## config.mk

```make
export PLATFORM = sky130hd
export DESIGN_NAME = lcd_frame_capture_flat
export DESIGN_NICKNAME = d
export VERILOG_FILES = /design/src/rtl/gnw_pkg.sv /design/src/rtl/lcd_frame_capture_if.sv /design/src/rtl/lcd_persist_cell.sv /design/src/rtl/lcd_frame_capture.sv /design/src/flat_wrapper.sv
export SDC_FILE = /design/constraint.sdc
export NUM_CORES = 1
export LEC_CHECK = 0
export CORE_MARGIN = 8
export CORE_UTILIZATION = 40
export DETAILED_ROUTE_END_ITERATION = 12
export PLACE_DENSITY = 0.63
export SYNTH_ARGS = -nofsm -noshare
export SYNTH_HDL_FRONTEND = slang
export SYNTH_SLANG_ARGS = --single-unit
```

## constraint.sdc

```tcl
create_clock -name clk -period 2.9 [get_ports clk]
set_input_delay 0.29 -clock clk [delete_from_list [all_inputs] [get_ports clk]]
set_output_delay 0.29 -clock clk [all_outputs]
set_load 0.02 [all_outputs]
```

## src/rtl/gnw_pkg.sv

```systemverilog
// Shared types and helpers for the LCD frame capture block.
// LCD geometry, read-address layout and common-strobe decode helpers.
package gnw_pkg;

    localparam int unsigned LCD_COMMONS = 4;
    localparam int unsigned LCD_SEGS    = 32;

    typedef logic [1:0] common_idx_t;
    typedef logic [4:0] seg_idx_t;

    // Read address layout: {common[1:0], seg[4:0]}
    typedef struct packed {
        common_idx_t common;
        seg_idx_t    seg;
    } lcd_addr_t;

    // Flat index of a segment cell for a given read address
    function automatic int unsigned addr_index(input lcd_addr_t a);
        return int'(a.common) * LCD_SEGS + int'(a.seg);
    endfunction

    // True when exactly one common strobe is active
    function automatic logic is_onehot4(input logic [3:0] h);
        return $onehot(h);
    endfunction

    // Encode a one-hot common strobe into its index (0 for non-one-hot)
    function automatic common_idx_t encode_common(input logic [3:0] h);
        common_idx_t c;
        c = '0;
        case (h)
            4'b0001: c = 2'd0;
            4'b0010: c = 2'd1;
            4'b0100: c = 2'd2;
            4'b1000: c = 2'd3;
            default: c = '0;
        endcase
        return c;
    endfunction

endpackage

```

## src/rtl/lcd_frame_capture_if.sv

```systemverilog
// LCD driver input bus and renderer read port of lcd_frame_capture.
// master: core/renderer side, slave: the capture block.
interface lcd_frame_capture_if
    import gnw_pkg::*;
#(
    parameter int unsigned PERSIST_W = 4
);

    logic [15:0]          segA;
    logic [15:0]          segB;
    logic [3:0]           H;
    logic                 Bs;
    lcd_addr_t            rd_addr;
    logic                 rd_lit;
    logic [PERSIST_W-1:0] rd_level;
    logic [3:0]           bs_lit;
    logic                 frame_done;
    logic                 stalled;

    modport master (
        output segA, segB, H, Bs, rd_addr,
        input  rd_lit, rd_level, bs_lit, frame_done, stalled
    );

    modport slave (
        input  segA, segB, H, Bs, rd_addr,
        output rd_lit, rd_level, bs_lit, frame_done, stalled
    );

endinterface

```

## src/rtl/lcd_persist_cell.sv

```systemverilog
// One LCD segment persistence cell.
// With LCD_GHOST_EN defined the cell is a saturating decay counter;
// otherwise it is a single bit holding the last captured segment value.
module lcd_persist_cell #(
    parameter int unsigned PERSIST_W   = 4,
    parameter int unsigned PERSIST_MAX = 15
) (
    input  logic                 clk,
    input  logic                 rst_n,
    input  logic                 capture,
    input  logic                 clear,
    input  logic                 seg_on,
    output logic [PERSIST_W-1:0] level
);

`ifdef LCD_GHOST_EN
    localparam logic [PERSIST_W-1:0] LVL_MAX = PERSIST_W'(PERSIST_MAX);
    localparam logic [PERSIST_W-1:0] LVL_ONE = PERSIST_W'(1);

    logic [PERSIST_W-1:0] cnt;

    // Reload on drive, decay towards zero without wrapping, blank on stall
    always_ff @(posedge clk or negedge rst_n) begin
        if (!rst_n) begin
            cnt <= '0;
        end else if (clear) begin
            cnt <= '0;
        end else if (capture) begin
            if (seg_on)
                cnt <= LVL_MAX;
            else if (cnt != '0)
                cnt <= cnt - LVL_ONE;
        end
    end

    assign level = cnt;
`else
    logic                 seg_bit;
    logic [PERSIST_W-1:0] unused_max;

    // Hold the last captured value, blank on stall
    always_ff @(posedge clk or negedge rst_n) begin
        if (!rst_n)
            seg_bit <= 1'b0;
        else if (clear)
            seg_bit <= 1'b0;
        else if (capture)
            seg_bit <= seg_on;
    end

    assign level      = {{(PERSIST_W-1){1'b0}}, seg_bit};
    assign unused_max = PERSIST_W'(PERSIST_MAX);
`endif

endmodule

```

## src/rtl/lcd_frame_capture.sv

```systemverilog
// lcd_frame_capture: demultiplexes SM510 LCD common/segment drive into a
// persistent 4x32 segment bitmap with a registered random-access read port,
// frame-done pulse and stall watchdog. Optional macro: LCD_GHOST_EN.
module lcd_frame_capture
    import gnw_pkg::*;
#(
    parameter int unsigned PERSIST_W    = 4,
    parameter int unsigned PERSIST_MAX  = 15,
    parameter int unsigned STALL_CYCLES = 65536
) (
    input  logic               clk,
    input  logic               rst_n,
    lcd_frame_capture_if.slave bus
);

    localparam int unsigned        STALL_W    = $clog2(STALL_CYCLES + 1);
    localparam logic [STALL_W-1:0] STALL_SAT  = STALL_W'(STALL_CYCLES);
    localparam logic [STALL_W-1:0] STALL_LAST = STALL_W'(STALL_CYCLES - 1);
    localparam logic [STALL_W-1:0] STALL_ONE  = STALL_W'(1);

    logic [31:0]              seg_q;
    logic [3:0]               h_q;
    logic [3:0]               h_prev;
    logic                     bs_q;
    logic                     capture;
    common_idx_t              cap_c;
    logic [LCD_COMMONS-1:0]   cap_sel;
    logic [STALL_W-1:0]       stall_cnt;
    logic                     stall_clear;
    logic [PERSIST_W-1:0]     level [LCD_COMMONS*LCD_SEGS];

    // Register the raw LCD driver lines and keep the previous common strobe
    always_ff @(posedge clk or negedge rst_n) begin
        if (!rst_n) begin
            seg_q  <= '0;
            h_q    <= '0;
            h_prev <= '0;
            bs_q   <= 1'b0;
        end else begin
            seg_q  <= {bus.segB, bus.segA};
            h_q    <= bus.H;
            h_prev <= h_q;
            bs_q   <= bus.Bs;
        end
    end

    // A capture is a change of the registered strobe to a one-hot value;
    // blanking fires on the cycle the watchdog reaches its limit and keeps
    // the display dark until the next capture.
    always_comb begin
        capture     = (h_q != h_prev) && is_onehot4(h_q);
        cap_c       = encode_common(h_q);
        cap_sel     = '0;
        if (capture)
            cap_sel[cap_c] = 1'b1;
        stall_clear = !capture && (stall_cnt >= STALL_LAST);
    end

    // Watchdog: count cycles since the last capture, saturating at the limit
    always_ff @(posedge clk or negedge rst_n) begin
        if (!rst_n) begin
            stall_cnt   <= '0;
            bus.stalled <= 1'b0;
        end else if (capture) begin
            stall_cnt   <= '0;
            bus.stalled <= 1'b0;
        end else begin
            if (stall_cnt != STALL_SAT)
                stall_cnt <= stall_cnt + STALL_ONE;
            if (stall_clear)
                bus.stalled <= 1'b1;
        end
    end

    // Per-common Bs latch and end-of-frame pulse
    always_ff @(posedge clk or negedge rst_n) begin
        if (!rst_n) begin
            bus.bs_lit     <= '0;
            bus.frame_done <= 1'b0;
        end else begin
            bus.frame_done <= capture && (cap_c == 2'd3);
            if (stall_clear)
                bus.bs_lit <= '0;
            else if (capture)
                bus.bs_lit[cap_c] <= bs_q;
        end
    end

    genvar gc, gs;
    generate
        for (gc = 0; gc < LCD_COMMONS; gc++) begin : g_common
            for (gs = 0; gs < LCD_SEGS; gs++) begin : g_seg
                lcd_persist_cell #(
                    .PERSIST_W   (PERSIST_W),
                    .PERSIST_MAX (PERSIST_MAX)
                ) u_cell (
                    .clk     (clk),
                    .rst_n   (rst_n),
                    .capture (cap_sel[gc]),
                    .clear   (stall_clear),
                    .seg_on  (seg_q[gs]),
                    .level   (level[gc*LCD_SEGS + gs])
                );
            end
        end
    endgenerate

    // Registered read port; a same-cycle capture returns the pre-update level
    always_ff @(posedge clk or negedge rst_n) begin
        if (!rst_n) begin
            bus.rd_level <= '0;
            bus.rd_lit   <= 1'b0;
        end else begin
            bus.rd_level <= level[addr_index(bus.rd_addr)];
            bus.rd_lit   <= (level[addr_index(bus.rd_addr)] != '0);
        end
    end

endmodule
```

## src/flat_wrapper.sv

```systemverilog
// flat-port wrapper written by rule: the top's interface ports become plain ports
module lcd_frame_capture_flat import gnw_pkg::*;
#(
    parameter int unsigned PERSIST_W    = 4,
    parameter int unsigned PERSIST_MAX  = 15,
    parameter int unsigned STALL_CYCLES = 65536
)
  (clk, rst_n, bus_segA, bus_segB, bus_H, bus_Bs, bus_rd_addr, bus_rd_lit, bus_rd_level, bus_bs_lit, bus_frame_done, bus_stalled);
  lcd_frame_capture_if #(.PERSIST_W(PERSIST_W)) bus_i ();
  input  logic clk;
  input  logic rst_n;
  input wire logic [$bits(bus_i.segA)-1:0] bus_segA;
  input wire logic [$bits(bus_i.segB)-1:0] bus_segB;
  input wire logic [$bits(bus_i.H)-1:0] bus_H;
  input wire logic [$bits(bus_i.Bs)-1:0] bus_Bs;
  input wire logic [$bits(bus_i.rd_addr)-1:0] bus_rd_addr;
  output wire logic [$bits(bus_i.rd_lit)-1:0] bus_rd_lit;
  output wire logic [$bits(bus_i.rd_level)-1:0] bus_rd_level;
  output wire logic [$bits(bus_i.bs_lit)-1:0] bus_bs_lit;
  output wire logic [$bits(bus_i.frame_done)-1:0] bus_frame_done;
  output wire logic [$bits(bus_i.stalled)-1:0] bus_stalled;
  assign bus_i.segA = bus_segA;
  assign bus_i.segB = bus_segB;
  assign bus_i.H = bus_H;
  assign bus_i.Bs = bus_Bs;
  assign bus_i.rd_addr = bus_rd_addr;
  assign bus_rd_lit = bus_i.rd_lit;
  assign bus_rd_level = bus_i.rd_level;
  assign bus_bs_lit = bus_i.bs_lit;
  assign bus_frame_done = bus_i.frame_done;
  assign bus_stalled = bus_i.stalled;
  lcd_frame_capture #(.PERSIST_W(PERSIST_W), .PERSIST_MAX(PERSIST_MAX), .STALL_CYCLES(STALL_CYCLES)) u_core (.clk(clk), .rst_n(rst_n), .bus(bus_i));
endmodule
```

# Word level (Yosys, flattened, before mapping)
# Cells that the tools add are included.
dict set report totals {
  regBits 197
  memories 0
  rom_bits 0
  elab_cells 437
  ram_bits 0
  output_inout_bits 11
  latchBits 0
  inputBits 46
}
dict set report op_classes {
  bitwise 1
  reduce_logical 12
  eq_ne 7
  order_cmp 4
  div_mod_pow 0
  shift 0
  n_addsub 5
  n_mux 270
  multipliers 0
}
# op count
set op_table {}
lappend op_table {{1-bit two-way mux} 259}
lappend op_table {{17-bit two-way mux} 2}
lappend op_table {{33-bit by 8-bit greater-or-equal comparator with 1-bit output, second input constant} 1}
lappend op_table {{32-bit NOT with 33-bit output} 1}
lappend op_table {{4-bit binary-select mux with 7-bit select} 1}
lappend op_table {{4-bit two-way mux} 5}
lappend op_table {{17-bit by 1-bit adder with 17-bit output, second input constant} 1}
lappend op_table {{17-bit by 16-bit greater-or-equal comparator with 1-bit output, second input constant} 1}
lappend op_table {{17-bit inequality test, second input constant} 1}
lappend op_table {{2-bit nonzero test} 6}
lappend op_table {{7-bit by 5-bit adder with 8-bit output} 1}
lappend op_table {{2-bit case mux with 3 select lines} 1}
lappend op_table {{1-bit by 1-bit adder with 2-bit output} 2}
lappend op_table {{4-bit bitwise mux} 1}
lappend op_table {{4-bit by 2-bit == test with 1-bit output, second input constant} 1}
lappend op_table {{4-bit by 3-bit == test with 1-bit output, second input constant} 1}
lappend op_table {{4-bit == test, second input constant} 1}
lappend op_table {{1-bit logical AND} 4}
lappend op_table {{4-bit inequality test} 1}
lappend op_table {{4-bit nonzero test} 1}
lappend op_table {{3-bit adder} 1}
lappend op_table {{3-bit by 1-bit == test with 1-bit output, second input constant} 1}
lappend op_table {{2-bit by 3-bit less-than comparator with 1-bit output, second input constant} 1}
lappend op_table {{1-bit demux with 2-bit select} 1}
lappend op_table {{other kinds (3)} 3}

# Longest topological paths before layout
# Gate-level depths: netlist (run 1).
dict set report depth {
  ltp_word 9
  mapped_depth 11
  ltp_nobuf 8
}

# Hierarchy
# From an unflattened synthesis (run 1), not the netlist that was laid out.
dict set report unflattened {
  hier_cells 1658
  area_unflattened_um2 16110.5
}
# module area_each_um2 seq_area_each_um2 n_inst cells_each
set modules_own_cells {}
lappend modules_own_cells {lcd_persist_cell 72.6 25.0 128 8}
lappend modules_own_cells {lcd_frame_capture 6821.5 1726.7 1 634}

# Least setup slack after synthesis (run 1)
# OpenSTA, ideal clock, no wires.
dict set report synth_timing {
  path_kind {register to register}
  startpoint {register u_core.h_q[2]}
  endpoint {register u_core.g_common[1].g_seg[22].u_cell.seg_bit}
  stages_incl_launch_ff 12
  t_arrival_ns 2.644
  setup_ns 0.072
  synth_period_minus_slack_ns 2.716
  t_required_ns 2.828
  n_path_buf 3
  path_slack_ns 0.184
  cell_sequence {dfrtp_1 -> inv_1 -> ha_1 -> ha_1 -> fa_1 -> nor3b_1 -> and2_1 -> clkbuf_1 -> a21oi_2 -> buf_6 -> buf_6 -> nor2_1}
}
dict set report synth_between {
  elab_chain_cells 8
  word_cells_on_any_way 19
  classes_between {2 x add/sub; 2 x order compare; 5 x eq/ne; 5 x mux; 5 x reduce/logical}
}
# item line_no
set synth_lines {}
lappend synth_lines {{start: declaration} lcd_frame_capture.sv:22} ;# logic [3:0] h_q;
lappend synth_lines {{start signal: assignment} lcd_frame_capture.sv:41} ;# h_q <= bus.H;
lappend synth_lines {{4-bit == test (tied with other cells)} gnw_pkg.sv:31} ;# case (h)
lappend synth_lines {{2-bit case mux with 3 select lines} gnw_pkg.sv:31}
lappend synth_lines {{2-bit by 3-bit less-than comparator with 1-bit output (not written as such) / 2-bit by 1-bit greater-or-equal comparator with 1-bit output (equally long branches)} lcd_frame_capture.sv:55} ;# cap_sel[cap_c] = 1'b1;
lappend synth_lines {{1-bit logical AND (not written as such)} lcd_frame_capture.sv:55}
lappend synth_lines {{1-bit two-way mux (not written as such)} lcd_frame_capture.sv:55}
lappend synth_lines {{1-bit demux with 2-bit select} --}
lappend synth_lines {{4-bit two-way mux} lcd_frame_capture.sv:54} ;# if (capture)
lappend synth_lines {{2-bit nonzero test (no source line)} --}
lappend synth_lines {{end signal: assignment} lcd_persist_cell.sv:48} ;# seg_bit <= seg_on;
lappend synth_lines {{end: declaration} lcd_persist_cell.sv:38} ;# logic seg_bit;
# Several ways; a longest one is shown, not always the timed one.
# A chain may end at the register's enable or synchronous reset.

# Worst setup path after layout (run 1)
dict set report layout_timing {
  startpoint {register u_core.h_q[2]}
  endpoint {register u_core.g_common[2].g_seg[23].u_cell.seg_bit}
}
dict set report layout_between {
  elab_chain_cells 8
  word_cells_on_any_way 19
  classes_between {2 x add/sub; 2 x order compare; 5 x eq/ne; 5 x mux; 5 x reduce/logical}
}
# item line_no
set layout_lines {}
lappend layout_lines {{4-bit == test (tied with other cells)} gnw_pkg.sv:31}
lappend layout_lines {{2-bit case mux with 3 select lines} gnw_pkg.sv:31}
lappend layout_lines {{2-bit by 3-bit less-than comparator with 1-bit output (not written as such) / 2-bit by 1-bit greater-or-equal comparator with 1-bit output (equally long branches)} lcd_frame_capture.sv:55}
lappend layout_lines {{1-bit logical AND (not written as such)} lcd_frame_capture.sv:55}
lappend layout_lines {{1-bit two-way mux (not written as such)} lcd_frame_capture.sv:55}
lappend layout_lines {{1-bit demux with 2-bit select} --}
lappend layout_lines {{4-bit two-way mux} lcd_frame_capture.sv:54}
lappend layout_lines {{2-bit nonzero test (no source line)} --}
lappend layout_lines {{end signal: assignment} lcd_persist_cell.sv:48}
lappend layout_lines {{end: declaration} lcd_persist_cell.sv:38}
# Several ways; a longest one is shown, not always the timed one.

==> results of run 1 <==
==> synth_stat cells (8+ instances only) <==
master	instances	area, um^2
xor2_1	9	78.8
nor2_1	119	447
clkbuf_1	12	45.0
nand3_1	9	45.0
o2bb2ai_1	32	280
ha_1	11	138
nand4_1	10	62.6
buf_6	9	101
mux2i_1	104	1040
inv_1	12	45.0
mux4_2	33	743
xnor2_1	8	70.1
dfrtp_1	193	4830
buf_2	20	100
nand2_1	46	173
==> repair_timing <==
action	in CTS	in global routing
setup buffers	0	0
setup endpoints to repair	0	131
hold buffers	1	0
hold endpoints to repair	71	0
resized for setup	0	1
==> final cells by class <==
class | instances | area share (%)
multi-input cells | 438 | 34.5
clock inverters | 12 | 2.01
inverters | 12 | 0.445
flip-flops and latches | 193 | 47.7
clock buffers | 20 | 4.51
well taps | 275 | 3.40
repair buffers | 71 | 7.45
==> routing by layer <==
metal	wire [um]	part of all wire (%)	global-route usage, %	up-vias
met2	9040	49	23.4	125
met5	0	0	0	-
li1	-	-	-	2517
met3	840	4.5	3.39	22
met4	324	1.7	5.21	0
met1	8430	45	19.4	2788
==> power breakdown <==
| part | total, W | internal (W) | switching, W |
|---|---|---|---|
| Sequential | 0.00388 | 0.00344 | 0.000446 |
| Combinational | 0.00165 | 0.000880 | 0.000772 |
| Clock | 0.00259 | 0.00158 | 0.00100 |
==> cell usage in the layout, fill, tap and decap left out, types with 5 or more instances in the layout <==
master | synthesis | layout
dfrtp_1 | 193 | 193
nor2_1 | 119 | 119
mux2i_1 | 104 | 104
clkdlybuf4s50_1 | 0 | 51
nand2_1 | 46 | 46
mux4_2 | 33 | 33
o2bb2ai_1 | 32 | 32
clkbuf_16 | 0 | 17
inv_1 | 12 | 12
ha_1 | 11 | 11
nand4_1 | 10 | 10
buf_4 | 5 | 10
nand3_1 | 9 | 9
xor2_1 | 9 | 9
xnor2_1 | 8 | 8
buf_12 | 0 | 7
a21oi_1 | 5 | 5
nor4_1 | 5 | 5
o22ai_1 | 5 | 5
bufinv_16 | 0 | 5
==> flip-flops by register name, summed over array words and instances, names as in the netlist <==
name / flops
u_core.bus.bs_lit: 4
u_core.seg_q: 32
u_core.h_q: 4
u_core.stall_cnt: 17
u_core.bus.rd_level: 1
u_core.g_common.g_seg.u_cell.seg_bit: 128
u_core.bus.stalled: 1
u_core.bus.frame_done: 1
u_core.bs_q: 1
u_core.h_prev: 4
==> logic make-up (layout without fill, tap and decap cells) <==
logic type | count (synthesis) | after routing | synth area share (%)
xor+xnor | 17 | 17 | 1.72
simple gates | 215 | 215 | 11.0
flops | 193 | 193 | 55.9
compound gates | 54 | 54 | 4.89
mux | 137 | 137 | 20.6
buf+inv | 62 | 115 | 3.98
other cells | 1 | 3 | 0.0434
fa+ha+maj | 12 | 12 | 1.82
==> worst max-delay path by stage <==
stage | startpoint | endpoint | slack, ns
2_1_floorplan | u_core.h_q[2] | u_core.g_common[1].g_seg[22].u_cell.seg_bit | 0.18
3_3_place_gp | u_core.h_q[2] | u_core.g_common[1].g_seg[9].u_cell.seg_bit | 0.19
3_5_place_dp | u_core.h_q[2] | u_core.g_common[2].g_seg[23].u_cell.seg_bit | 0.07
4_1_cts | u_core.h_q[0] | u_core.g_common[2].g_seg[23].u_cell.seg_bit | 0.05
5_1_grt | u_core.h_q[2] | u_core.g_common[2].g_seg[6].u_cell.seg_bit | 0.04
6_report | u_core.h_q[2] | u_core.g_common[2].g_seg[23].u_cell.seg_bit | 0.19
==> per-stage QoR <==
step | worst slack [ns] | hold WS (ns) | util, % | cell area, um^2 | instances
6_report | 0.192 | 0.291 | 48.0 | 10100 | 1021
3_5_place_dp | 0.0708 | 0.360 | 44.8 | 9450 | 988
2_1_floorplan | 0.184 | -0.00559 | - | 8650 | 693
4_1_cts | 0.0471 | 0.272 | 48.0 | 10100 | 1021
5_1_grt | 0.0444 | 0.276 | 48.0 | 10100 | 1021
3_3_place_gp | 0.190 | 0.353 | 44.8 | 9450 | 988
==> results.yml, run 1 <==
outcome:
  status: "complete, no violations"
cts:
  ctsLongestPathBuffers: 2
  numClockSinks: 193
  cts_made_buffers: 17
  cts-root-buf: "clkbuf_16"
  htreeDepth: 4
  clk_pin_slew_ns: 0.07
  clk_latency_ns: 0.43
  cts_tree: "yes"
critical_path:
  cpMaxStageDelayCell: "buf_4"
  cp.required_ns: 3.20
  path_cells: "inv_1 > ha_1 > ha_1 > fa_1 > nor3b_2 > nand4_1 > buf_4 > mux2i_1 > nor2_1"
  r2r_end: "u_core.g_common[2].g_seg[23].u_cell.seg_bit"
  start_kind: "register"
  cp_slowest_stage_delay_ns: 0.52
  crit_type: "register to register"
  path_delay_family: "adder cells"
  critPathMaxFanout: 34
  cp.arrival_ns: 3.00
  r2r_setup_slack_ns: 0.19
  path_depth: 9
  end_kind: "register"
  critPathBufInv: 2
  timing.rr.start: "u_core.h_q[2]"
  r2r_cells: 9
  path_common_cell: "ha_1"
detailed_routing:
  route.detailed.drc: 0
  num_vias: 5452
  via_per_inst: 5.34
  ant_nets: 0
  post_drt_wl_per_cell_um: 18.2
  drt-total-wl_um: 18600
  first_pass_iters: 5
  drtIter0Drc: 349
worst_hold_path:
  worstHoldStart: "bus_segA[8]"
  hold_path.class: "primary input to register"
  hold_end: "u_core.seg_q[8]"
  hold_depth: 1
timing:
  maxSlewViolCount: 0
  clock_skew_ns: 0.00855
  finalCriticalPeriod_ns: 2.71
  post-route-period-util_pct: 93.4
  max_freq_mhz: 369
  tightest_slew_ns: 0.654
  rsz0062_at_grt: "false"
  final_hold_viol_count: 0
  slew_headroom_pct: 56.4
  setup_viol: 0
  setup_tns_ns: 0
global_route:
  grt_overflow: 0
  antenna_found_initial: 0
  grt.total_usage_pct: 14.7
  grt_pass1_vias: 5675
  grt_max_degree: 77
  grt_pass1_wl_um: 30800
place:
  dp_hpwl_um: 12300
  place.gp.congestion: 0.858
  numPortBuffers: 53
synth:
  syn_area_um2: 8640
  yosys_warnings: 0
  synthArstFlopShare_pct: 100
  ys_types: 44
  synthFlopType: "dfrtp_1"
  syn_avg_cell_area_um2: 12.5
  yosysSeqAreaShare_pct: 55.9
  synth_edf_count: 0
  synth_cells: 691
  yosys_register_bits: 193
cells_and_area:
  regArea_um2: 4830
  drive_above_1_share_pct: 11.7
  nFillCells: 1827
  finalNetCount: 791
  multi_input_area_um2: 3490
  area_growth_pct: 17.1
  diodes: 0
die:
  dieArea_um2: 26600
  die_h_um: 163
  pin_count: 57
  die_x_um: 163
  rows: 53
  start_util_pct: 41.0
  fp.coreArea_um2: 21100
job:
  drv_cap: 0
power:
  leakage_nw: 5.15
  fin_total_pwr_w: 0.00812
  p_per_area_nw_per_um2: 802
  ir_drop_mv: 0.370
No activity file was read; power rests on OpenSTA's default activity.
==> inputs of run 2 (changes only) <==
--- a/config.mk
+++ b/config.mk
@@ -8,7 +8,7 @@
 export CORE_MARGIN = 8
 export CORE_UTILIZATION = 40
 export DETAILED_ROUTE_END_ITERATION = 12
-export PLACE_DENSITY = 0.63
+export PLACE_DENSITY_LB_ADDON = 0.15
 export SYNTH_ARGS = -nofsm -noshare
 export SYNTH_HDL_FRONTEND = slang
 export SYNTH_SLANG_ARGS = --single-unit
==> constraint.sdc (replaced) <==
create_clock -name clk -period 3.4 [get_ports clk]
set_input_delay 0.34 -clock clk [delete_from_list [all_inputs] [get_ports clk]]
set_output_delay 0.34 -clock clk [all_outputs]
set_load 0.02 [all_outputs]
==> results.yml, run 2 (synthesis results as in run 1) <==
critical_path:
  r2r_setup_slack_ns: 0.50
  start_kind: "register"
  cpMaxStageDelayCell: "dfrtp_1"
  critPathBufInv: 2
  end_kind: "register"
  cp_slowest_stage_delay_ns: 0.43
  path_delay_family: "adder cells"
  critPathMaxFanout: 32
  path_common_cell: "ha_1"
  cp.required_ns: 3.74
  cp.arrival_ns: 3.24
  crit_type: "register to register"
  path_cells: "inv_1 > ha_1 > ha_1 > fa_1 > nor3b_1 > and2_1 > and3_1 > buf_4 > o2bb2ai_1"
die:
  start_util_pct: 41.0
  dieArea_um2: 26600
  die_x_um: 163
  fp.coreArea_um2: 21100
  die_h_um: 163
  pin_count: 57
  rows: 53
timing:
  rsz0062_at_grt: "false"
  setup_tns_ns: 0
  max_freq_mhz: 345
  setup_slack_ns: 0.502
  clock_skew_ns: 0.00982
  setup_viol: 0
  finalCriticalPeriod_ns: 2.90
  slew_headroom_pct: 38.1
  post-route-period-util_pct: 85.2
  tightest_slew_ns: 0.928
  final_hold_viol_count: 0
  maxSlewViolCount: 0
cts:
  cts-root-buf: "clkbuf_16"
  clk_latency_ns: 0.43
  htreeDepth: 4
  cts_tree: "yes"
  cts_hold_repair.buffers: 0
  clk_pin_slew_ns: 0.07
  post_cts_resized: 0
  ctsLongestPathBuffers: 2
  cts_setup_buffers: 0
  cts_made_buffers: 17
  numClockSinks: 193
global_route:
  grt_max_degree: 114
  antenna_found_initial: 0
  grt_pass1_vias: 5632
  grt.total_usage_pct: 15.0
  grt_overflow: 0
  grt_pass1_wl_um: 31500
detailed_routing:
  first_pass_iters: 5
  via_per_inst: 5.29
  num_vias: 5396
  route.detailed.drc: 0
  post_drt_wl_per_cell_um: 18.5
  drtIter0Drc: 317
  drt-total-wl_um: 18900
  ant_nets: 0
cells_and_area:
  instances_no_fill: 1020
  drive_above_1_share_pct: 11.7
  top_regs: "u_core.g_common.g_seg.u_cell.seg_bit x128, u_core.seg_q x32, u_core.stall_cnt x17"
  finalNetCount: 791
  largest_register: "u_core.g_common.g_seg.u_cell.seg_bit"
  largest_reg_flops: 128
  fin_util_pct: 47.4
  diodes: 0
  area_growth_pct: 15.8
  final_cell_mix: "dfrtp_1 (193), nor2_1 (119), mux2i_1 (104)"
  final_common_cell: "dfrtp_1"
place:
  place_ws_ns: 0.507
  numPortBuffers: 53
  dp_hpwl_um: 12700
  dp.cells: 989
  place.gp.congestion: 0.863
outcome:
  status: "complete, no violations"
power:
  leakage_nw: 5.10
  p_per_area_nw_per_um2: 669
  fin_total_pwr_w: 0.00669
  ir_drop_mv: 0.292
job:
  drv_cap: 0
worst_hold_path:
  hold_path.class: "primary input to asynchronous set/reset pin"
-- run 2: cell count changes in the layout (fill, tap and decap cells not counted) --
cell           previous run  this run
buf_4                    10        14
clkbuf_8                  3         4
clkinv_4                  3         2
nor3b_1                   2         3
clkinvlp_4                0         2
buf_12                    7         4
clkbuf_1                  1         0
nor3b_2                   1         0
clkinv_2                  2         0
dlygate4sd3_1             1         0
inv_6                     2         4
inv_8                     0         2
bufinv_16                 5         1
-- run 2: power by group --
part / switching (W) / internal (W) / leakage [nW]
Combinational: 0.000650 / 0.000741 / 2.37
Sequential: 0.000383 / 0.00293 / 2.45
Clock: 0.000898 / 0.00109 / 0.284
Total: 0.00193 / 0.00476 / 5.10
-- run 2: through the flow --
step	hold WS, ns	area [um^2]
floorplan	0.0444	8650
global placement	0.427	9420
detailed placement	0.435	9420
CTS	0.0890	10000
global route	0.123	10000
finish	0.0509	10000
-- run 2: worst paths after layout --
check                         startpoint                                           to  depth (start not counted)
max in group asynchronous          rst_n  u_core.g_common[1].g_seg[11].u_cell.seg_bit                          2
setup reg to reg           u_core.h_q[2]  u_core.g_common[0].g_seg[25].u_cell.seg_bit                          9
hold / removal                     rst_n   u_core.g_common[2].g_seg[0].u_cell.seg_bit                          1
min in group clk             bus_segA[0]                              u_core.seg_q[0]                          1
setup / recovery           u_core.h_q[2]  u_core.g_common[0].g_seg[25].u_cell.seg_bit                          9
hold reg to reg            u_core.h_q[0]                             u_core.h_prev[0]                          0
-- run 2: layout make-up --
class | instances | area, um^2
clock buffer | 20 | 467
sequential | 193 | 4830
timing repair buffer | 71 | 714
inverter | 12 | 45.0
tap | 275 | 344
fill | 1925 | 11100
clock inverter | 11 | 120
multi-input combinational | 438 | 3480
-- run 2: layer usage --
layer	GRT usage, %	wire [um]
met5	0	0
met4	3.42	126
met3	3.56	694
met2	23.6	9110
met1	20.8	8970
==> inputs of run 3 (changes only) <==
--- a/config.mk
+++ b/config.mk
@@ -5,7 +5,7 @@
 export SDC_FILE = /design/constraint.sdc
 export NUM_CORES = 1
 export LEC_CHECK = 0
-export CORE_MARGIN = 8
+export CORE_MARGIN = 2
 export CORE_UTILIZATION = 40
 export DETAILED_ROUTE_END_ITERATION = 12
 export PLACE_DENSITY_LB_ADDON = 0.15
==> results.yml, run 3 (synthesis results as in run 1) <==
outcome:
  status: "complete, no violations"
cells_and_area:
  instances_no_fill: 1020
  largest_reg_flops: 128
  final_common_cell: "dfrtp_1"
  final_cell_mix: "dfrtp_1 (193), nor2_1 (119), mux2i_1 (104)"
  drive_above_1_share_pct: 11.3
  top_regs: "u_core.g_common.g_seg.u_cell.seg_bit x128, u_core.seg_q x32, u_core.stall_cnt x17"
  finalNetCount: 791
  area_growth_pct: 15.7
  largest_register: "u_core.g_common.g_seg.u_cell.seg_bit"
  diodes: 0
timing:
  clock_skew_ns: 0.0132
  post-route-period-util_pct: 86.9
  final_hold_viol_count: 0
  maxSlewViolCount: 0
  finalCriticalPeriod_ns: 2.95
  slew_headroom_pct: 51.5
  rsz0062_at_grt: "false"
  tightest_slew_ns: 0.727
  setup_tns_ns: 0
  setup_viol: 0
  max_freq_mhz: 339
critical_path:
  crit_type: "register to register"
  critPathMaxFanout: 32
  cp.arrival_ns: 3.30
  start_kind: "register"
  end_kind: "register"
  cp.required_ns: 3.75
worst_hold_path:
  hold_path.class: "primary input to register"
die:
  start_util_pct: 41.0
  fp.coreArea_um2: 21100
  die_x_um: 151
  rows: 53
  pin_count: 57
  dieArea_um2: 22800
  die_h_um: 151
cts:
  cts-root-buf: "clkbuf_16"
  cts_made_buffers: 17
  htreeDepth: 4
  numClockSinks: 193
  cts_tree: "yes"
  ctsLongestPathBuffers: 2
  clk_latency_ns: 0.43
  cts_setup_buffers: 0
  clk_pin_slew_ns: 0.07
detailed_routing:
  num_vias: 5358
  route.detailed.drc: 0
  drt-total-wl_um: 18500
  ant_nets: 0
  first_pass_iters: 4
  via_per_inst: 5.25
  post_drt_wl_per_cell_um: 18.1
  drtIter0Drc: 357
place:
  numPortBuffers: 53
  dp_hpwl_um: 12200
  place.gp.congestion: 0.859
  dp.cells: 988
global_route:
  grt.total_usage_pct: 17.3
  grt_max_degree: 89
  grt_pass1_vias: 5655
  antenna_found_initial: 0
  grt_overflow: 0
  grt_pass1_wl_um: 30200
power:
  p_per_area_nw_per_um2: 667
  ir_drop_mv: 0.304
  leakage_nw: 5.08
job:
  drv_cap: 0
-- run 3: cell count changes in the layout (fill, tap and decap cells not counted), sizes merged --
cell         change
clkinv           +1
clkinvlp         +2
dlygate4sd3      +1
inv              -4
bufinv           +1
buf              -1
-- run 3: report_power, final --
group	total, W	switching (W)	internal (W)
Clock	0.00197	0.000866	0.00110
Combinational	0.00139	0.000647	0.000740
Sequential	0.00331	0.000385	0.00293
-- run 3: layout make-up --
| type | count | area [um^2] |
|---|---|---|
| clock inverter | 11 | 130 |
| timing repair buffer | 71 | 717 |
| sequential | 193 | 4830 |
| multi-input combinational | 438 | 3480 |
| fill | 1908 | 11100 |
| inverter | 12 | 45.0 |
| tap | 275 | 344 |
| clock buffer | 20 | 447 |
-- run 3: critical path, stage by stage (launching register included) --
cell and delay (ns):
dfrtp_1 0.43, inv_1 0.09, ha_1 0.30, ha_1 0.19, fa_1 0.42, nor3b_1 0.44, and2_1 0.29, and3_1 0.19
buf_4 0.34, o2bb2ai_1 0.16
-- run 3: through the flow --
stage / utilization [%] / setup slack [ns] / total power (W) / area (um^2) / hold WS, ns
floorplan: - / 0.684 / 0.00426 / 8650 / 0.0444
global placement: 44.6 / 0.604 / 0.00467 / 9410 / 0.429
detailed placement: 44.6 / 0.496 / 0.00477 / 9410 / 0.437
CTS: 47.4 / 0.467 / 0.00676 / 10000 / 0.324
global route: 47.4 / 0.224 / 0.00708 / 10000 / 0.325
finish: 47.4 / 0.446 / 0.00667 / 10000 / 0.339
-- run 3: path summary, 6_finish.rpt --
path | start | end | slack [ns] | cells after the start
min reg2reg | u_core.h_q[0] | u_core.h_prev[0] | 0.45 | 0
min | bus_segB[4] | u_core.seg_q[20] | 0.34 | 1
max reg2reg | u_core.h_q[2] | u_core.g_common[0].g_seg[2].u_cell.seg_bit | 0.45 | 9
min in group asynchronous | rst_n | u_core.seg_q[5] | 0.51 | 2
max in group asynchronous | rst_n | u_core.g_common[0].g_seg[6].u_cell.seg_bit | 1.99 | 3
max | u_core.h_q[2] | u_core.g_common[0].g_seg[2].u_cell.seg_bit | 0.45 | 9
-- run 3: what timing repair did --
action	in CTS	in global routing
hold buffers	1	0
endpoints found under the hold margin	29	0
gates resized for setup	0	0
-- run 3: layer usage --
layer	share of wire [%]	vias to the layer above	GRT usage (%)
li1	-	2508	-
met1	46	2738	23.6
met2	49	92	28.2
met3	3.5	20	3.64
met4	1.4	0	4.95
met5	0	-	0
